[config.mk]
export PLATFORM = sky130hd
export DESIGN_NAME = switch_debounce_edge
export DESIGN_NICKNAME = d
export VERILOG_FILES = /design/src/rtl/switch_debounce_edge.sv
export SDC_FILE = /design/constraint.sdc
export NUM_CORES = 1
export LEC_CHECK = 0
export CORE_ASPECT_RATIO = 1.75
export CORE_MARGIN = 2
export CORE_UTILIZATION = 60
export CTS_BUF_LIST = sky130_fd_sc_hd__clkbuf_8
export CTS_CLUSTER_DIAMETER = 30
export CTS_CLUSTER_SIZE = 30
export DETAILED_ROUTE_END_ITERATION = 10
export GPL_TIMING_DRIVEN = 0
export PLACE_DENSITY = 0.8
export SYNTH_ARGS = -nofsm -noshare
export SYNTH_HDL_FRONTEND = slang
export SYNTH_SLANG_ARGS = --single-unit
[constraint.sdc]
create_clock -name i_Clk -period 5.2 [get_ports i_Clk]
set_input_delay 1.56 -clock i_Clk [delete_from_list [all_inputs] [get_ports i_Clk]]
set_output_delay 1.56 -clock i_Clk [all_outputs]
set_load 0.01 [all_outputs]
[src/rtl/switch_debounce_edge.sv]
// rtl/switch_debounce_edge.sv - push-button synchronizer, debouncer and press/release edge detector
// Optional long-press detector enabled by defining SWITCH_DEBOUNCE_LONG_PRESS_EN.
module switch_debounce_edge #(
  parameter int DEBOUNCE_LIMIT   = 250000,
  parameter int LONG_PRESS_LIMIT = 25000000
) (
  input  logic i_Clk,
  input  logic i_Rst_L,
  input  logic i_Switch,
  output logic o_Switch,
  output logic o_Press,
  output logic o_Release,
  output logic o_Long_Press
);

  localparam int CNT_W = $clog2(DEBOUNCE_LIMIT + 1);
  localparam logic [CNT_W-1:0] CNT_ONE  = CNT_W'(1);
  localparam logic [CNT_W-1:0] CNT_LAST = CNT_W'(DEBOUNCE_LIMIT - 1);

  typedef enum logic [1:0] {
    LOW      = 2'd0,
    CHK_HIGH = 2'd1,
    HIGH     = 2'd2,
    CHK_LOW  = 2'd3
  } state_t;

  state_t           state;
  logic             sync1;
  logic             sync2;
  logic [CNT_W-1:0] count;
  logic             accept_press;

  assign accept_press = (state == CHK_HIGH) && sync2 && (count == CNT_LAST);

`ifdef SWITCH_DEBOUNCE_LONG_PRESS_EN
  localparam int LONG_W = $clog2(LONG_PRESS_LIMIT + 1);
  localparam logic [LONG_W-1:0] LONG_ONE = LONG_W'(1);
  localparam logic [LONG_W-1:0] LONG_MAX = LONG_W'(LONG_PRESS_LIMIT);

  logic [LONG_W-1:0] long_count;

  // Counting starts at 1 on the press cycle and saturates at the limit, so one pulse per press.
  always_ff @(posedge i_Clk or negedge i_Rst_L) begin
    if (!i_Rst_L) begin
      long_count   <= '0;
      o_Long_Press <= 1'b0;
    end else begin
      o_Long_Press <= 1'b0;
      if (accept_press) begin
        long_count   <= LONG_ONE;
        o_Long_Press <= (LONG_ONE == LONG_MAX);
      end else if (!o_Switch) begin
        long_count <= '0;
      end else if (long_count != LONG_MAX) begin
        long_count <= long_count + LONG_ONE;
        if (long_count + LONG_ONE == LONG_MAX) begin
          o_Long_Press <= 1'b1;
        end
      end
    end
  end
`else
  // Port kept so both builds instantiate identically; the comparison is constant false.
  assign o_Long_Press = (LONG_PRESS_LIMIT < 0);
`endif

  always_ff @(posedge i_Clk or negedge i_Rst_L) begin
    if (!i_Rst_L) begin
      sync1     <= 1'b0;
      sync2     <= 1'b0;
      count     <= '0;
      state     <= LOW;
      o_Switch  <= 1'b0;
      o_Press   <= 1'b0;
      o_Release <= 1'b0;
    end else begin
      sync1     <= i_Switch;
      sync2     <= sync1;
      o_Press   <= 1'b0;
      o_Release <= 1'b0;
      case (state)
        LOW: begin
          if (sync2) begin
            state <= CHK_HIGH;
            count <= CNT_ONE;
          end
        end
        CHK_HIGH: begin
          if (!sync2) begin
            state <= LOW;
            count <= '0;
          end else if (count == CNT_LAST) begin
            state    <= HIGH;
            count    <= '0;
            o_Switch <= 1'b1;
            o_Press  <= 1'b1;
          end else begin
            count <= count + CNT_ONE;
          end
        end
        HIGH: begin
          if (!sync2) begin
            state <= CHK_LOW;
            count <= CNT_ONE;
          end
        end
        CHK_LOW: begin
          if (sync2) begin
            state <= HIGH;
            count <= '0;
          end else if (count == CNT_LAST) begin
            state     <= LOW;
            count     <= '0;
            o_Switch  <= 1'b0;
            o_Release <= 1'b1;
          end else begin
            count <= count + CNT_ONE;
          end
        end
        default: begin
          state <= LOW;
          count <= '0;
        end
      endcase
    end
  end

endmodule

==> flow_metrics.py <==
metrics = {
    "synth": {
        "synth_cell_types": 47,
        "yosys_warnings": 0,
        "synth-edff-count": 0,
        "ys_ff_latch": 25,
        "syn_nets": 141,
        "async_reset_ff_share_pct": 100.0,
        "synth_cells": 137,
        "ys.flop_type": "dfrtp_1",
        "synth_area_sq_um": 1406,
        "synth_area_per_cell_sq_um": 10.27,
        "yosysSeqAreaShare_pct": 44.48,
    },
    "placement": {
        "portBuffers": 5,
        "dp.cells": 167,
        "place_congestion": 0.8879,
        "postPlaceCellArea_sq_um": 1488,
        "dp_hpwl_mm": 2.069,
    },
    "timing": {
        "max_clock_freq_ghz": 0.3679,
        "setup_viol": 0,
        "fin_worst_skew_ps": 1.293,
        "finalCritPeriodShare_pct": 52.28,
        "max_slew_margin_pct": 27.15,
        "rsz0062_at_grt": "no",
        "tightest_slew_ps": 1089,
        "hold_viol": 0,
        "slew_viol_final": 0,
        "finalSetupTns_ps": 0,
        "layout_min_cycle_time_ps": 2718,
    },
    "floorplan": {
        "io-pin-count": 7,
        "die_w_microns": 40.60,
        "core_sq_um": 2245,
        "die_y_microns": 68.05,
        "rows": 23,
        "dieArea_sq_um": 2762,
        "start_util_pct": 62.65,
    },
    "flow_run": {
        "cap_violations": 0,
    },
    "clocking": {
        "cts_tree": "built",
        "cts_hold_buf": 0,
        "htree_levels": 1,
        "postCtsSetupRepairBufs": 0,
        "clk_pin_slew_ps": 90,
        "clock_sinks": 25,
        "clock_latency_ps": 270,
        "cts-root-buf": "clkbuf_8",
        "cts_made_buffers": 3,
        "cts.repair.resized": 0,
        "cts_max_path_buffers": 2,
    },
    "worst_setup_path": {
        "cp_slowest_stage_delay_ps": 530,
        "r2r_setup_slack_ps": 3280,
        "worst-path-stages": 1,
        "crit_path_end_kind": "output port",
        "endpoint": "o_Switch",
        "path_buf_inv": 1,
        "critical_path_class": "flop to output port",
        "critPathSlowestCell": "clkdlybuf4s50_1",
        "critical-path-top-delay-family": "buffers and inverters",
        "reg2regPathDepth": 7,
        "crit_chain": "clkdlybuf4s50_1",
        "reg2reg_from": "count[0]$_DFFE_PN0P_",
        "cp_max_fo": 2,
        "cp.required_ps": 3640,
        "crit_start": "o_Switch$_DFFE_PN0P_",
        "worstReg2RegEnd": "count[11]$_DFFE_PN0P_",
        "worst_ep_arrival_time_ps": 1160,
        "start_kind": "flop",
    },
    "layout": {
        "nFillCells": 188,
        "area_growth_pct": 9.252,
        "multi_input_area_sq_um": 721.9,
        "postLayoutCoreUtil_pct": 68.45,
        "diodes": 0,
        "finalInstanceArea_sq_um": 1536,
        "final-seq-area_sq_um": 625.6,
        "fin_cells": 171,
        "layout-drive-gt1-share_pct": 17.12,
        "final_nets": 151,
    },
    "drt": {
        "drt_iter0_drc": 36,
        "vias": 1127,
        "wire_per_inst_microns": 16.88,
        "wirelength_mm": 2.886,
        "ant_nets": 0,
        "drc": 0,
        "first_pass_iters": 4,
        "vias_per_cell": 6.591,
    },
    "hold_path": {
        "worstHoldPathType": "flop to flop",
    },
    "power": {
        "power_mw": 0.3483,
        "p_comb_share_pct": 7.8,
        "internal_power_mw": 0.2627,
        "p_per_area_nw_per_um2": 226.7,
        "clockPowerShare_pct": 34.2,
        "seq_power_share_pct": 58.0,
        "power.leakage_nw": 0.6925,
        "netSwitchingPower_mw": 0.08559,
        "irDropWorstVdd_mv": 0.1656,
        "switching_share_pct": 24.57,
    },
    "global_routing": {
        "grt_max_degree": 26,
        "grt_pass1_vias": 1061,
        "antenna_found_initial": 0,
        "grt_pass1_wl_mm": 4.788,
        "track_usage_pct": 25.22,
        "grt-ovfl-total": 0,
    },
    "outcome": {
        "outcome": "complete, no violations",
    },
}
-- cell families (layout without fill, tap and decap cells) --
kind of cell	after synthesis	count (layout)	synth area share (%)
AO/OA/AOI/OAI	31	31	16.46
XOR/XNOR	4	4	3.026
adder cells (fa/ha/maj)	1	1	0.8895
buffers and inverters	9	18	4.182
flip-flops	25	25	44.48
multiplexers	1	1	1.067
other	1	1	0.2666
AND/OR/NAND/NOR	65	65	29.63
-- power by group through the flow --
stage | Clock [mW] | Sequential [mW] | Combinational (mW)
6_report | 0.119 | 0.202 | 0.0273
5_1_grt | 0.131 | 0.203 | 0.0309
4_1_cts | 0.121 | 0.202 | 0.0275
3_5_place_dp | 0 | 0.206 | 0.0274
3_3_place_gp | 0 | 0.206 | 0.0264
2_1_floorplan | 0 | 0.205 | 0.0176
-- flip-flops by register name, summed over array words and instances, names as in the netlist, named ones only --
register and cells:
count 18, o_Press 1, o_Release 1, o_Switch 1
state 1, sync1 1, sync2 1
-- cell type report --
class / count / share of cell area [%]
Buffer: 6 / 3.094
Clock buffer: 3 / 2.687
Clock inverter: 1 / 0.4886
Inverter: 3 / 0.7329
Multi-Input combinational cell: 103 / 46.99
Sequential cell: 25 / 40.72
Tap cell: 25 / 2.036
Timing Repair Buffer: 5 / 3.257
-- stage by stage --
stage	hold WS (ps)	worst slack (ps)
floorplan	331.2	3255
global placement	335.9	2313
detailed placement	341.0	2312
CTS	362.9	2473
global route	368.9	2388
finish	359.0	2482
-- worst min path at each step --
| stage | to | slack [ps] | cells past startpoint | start |
|---|---|---|---|---|
| 5_1_grt | sync2$_DFF_PN0_ | 370 | 0 | sync1$_DFF_PN0_ |
| 3_3_place_gp | sync2$_DFF_PN0_ | 340 | 0 | sync1$_DFF_PN0_ |
| 3_5_place_dp | sync2$_DFF_PN0_ | 340 | 0 | sync1$_DFF_PN0_ |
| 4_1_cts | sync2$_DFF_PN0_ | 360 | 0 | sync1$_DFF_PN0_ |
| 6_report | sync2$_DFF_PN0_ | 360 | 0 | sync1$_DFF_PN0_ |
| 2_1_floorplan | sync2$_DFF_PN0_ | 330 | 0 | sync1$_DFF_PN0_ |
-- Yosys cell counts, types with 2 or more instances --
| cell type | number | area share, % |
|---|---|---|
| a21o_1 | 6 | 3.2 |
| a22o_1 | 2 | 1.2 |
| a31o_2 | 2 | 1.2 |
| and2_1 | 2 | 0.89 |
| and3_1 | 5 | 2.2 |
| and4_1 | 2 | 1.2 |
| buf_6 | 2 | 1.6 |
| clkbuf_1 | 2 | 0.53 |
| dfrtp_1 | 25 | 44 |
| inv_1 | 3 | 0.80 |
| nand2_1 | 15 | 4.0 |
| nand3_1 | 6 | 2.1 |
| nand4_1 | 3 | 1.3 |
| nor2_1 | 7 | 1.9 |
| nor3_1 | 4 | 1.4 |
| nor3b_1 | 6 | 3.2 |
| o211ai_1 | 2 | 1.1 |
| o21ai_0 | 10 | 3.6 |
| o21ai_2 | 3 | 1.9 |
| o31ai_1 | 2 | 1.1 |
| xnor2_1 | 2 | 1.2 |
-- layer usage --
metal,global-route usage [%],routed length (microns)
met1,30.38,1187
met2,40.87,1550
met3,4.221,96
met4,13.33,51
met5,0,0
-- cells in the final DEF, fill, tap and decap left out, drive strengths merged, types with 2 or more instances in the layout --
master,instances
nand3,6
o211ai,2
clkdlybuf4s50,5
o21ai,13
nor2,8
nor3,5
dfrtp,25
and3,6
and4,2
nor3b,6
a22o,2
buf,3
a21o,6
nand4,4
nand2,16
a31o,2
xnor2,2
and2,3
inv,3
xor2,2
o31ai,3
clkbuf,5
Power figures use the tool's default switching activity.
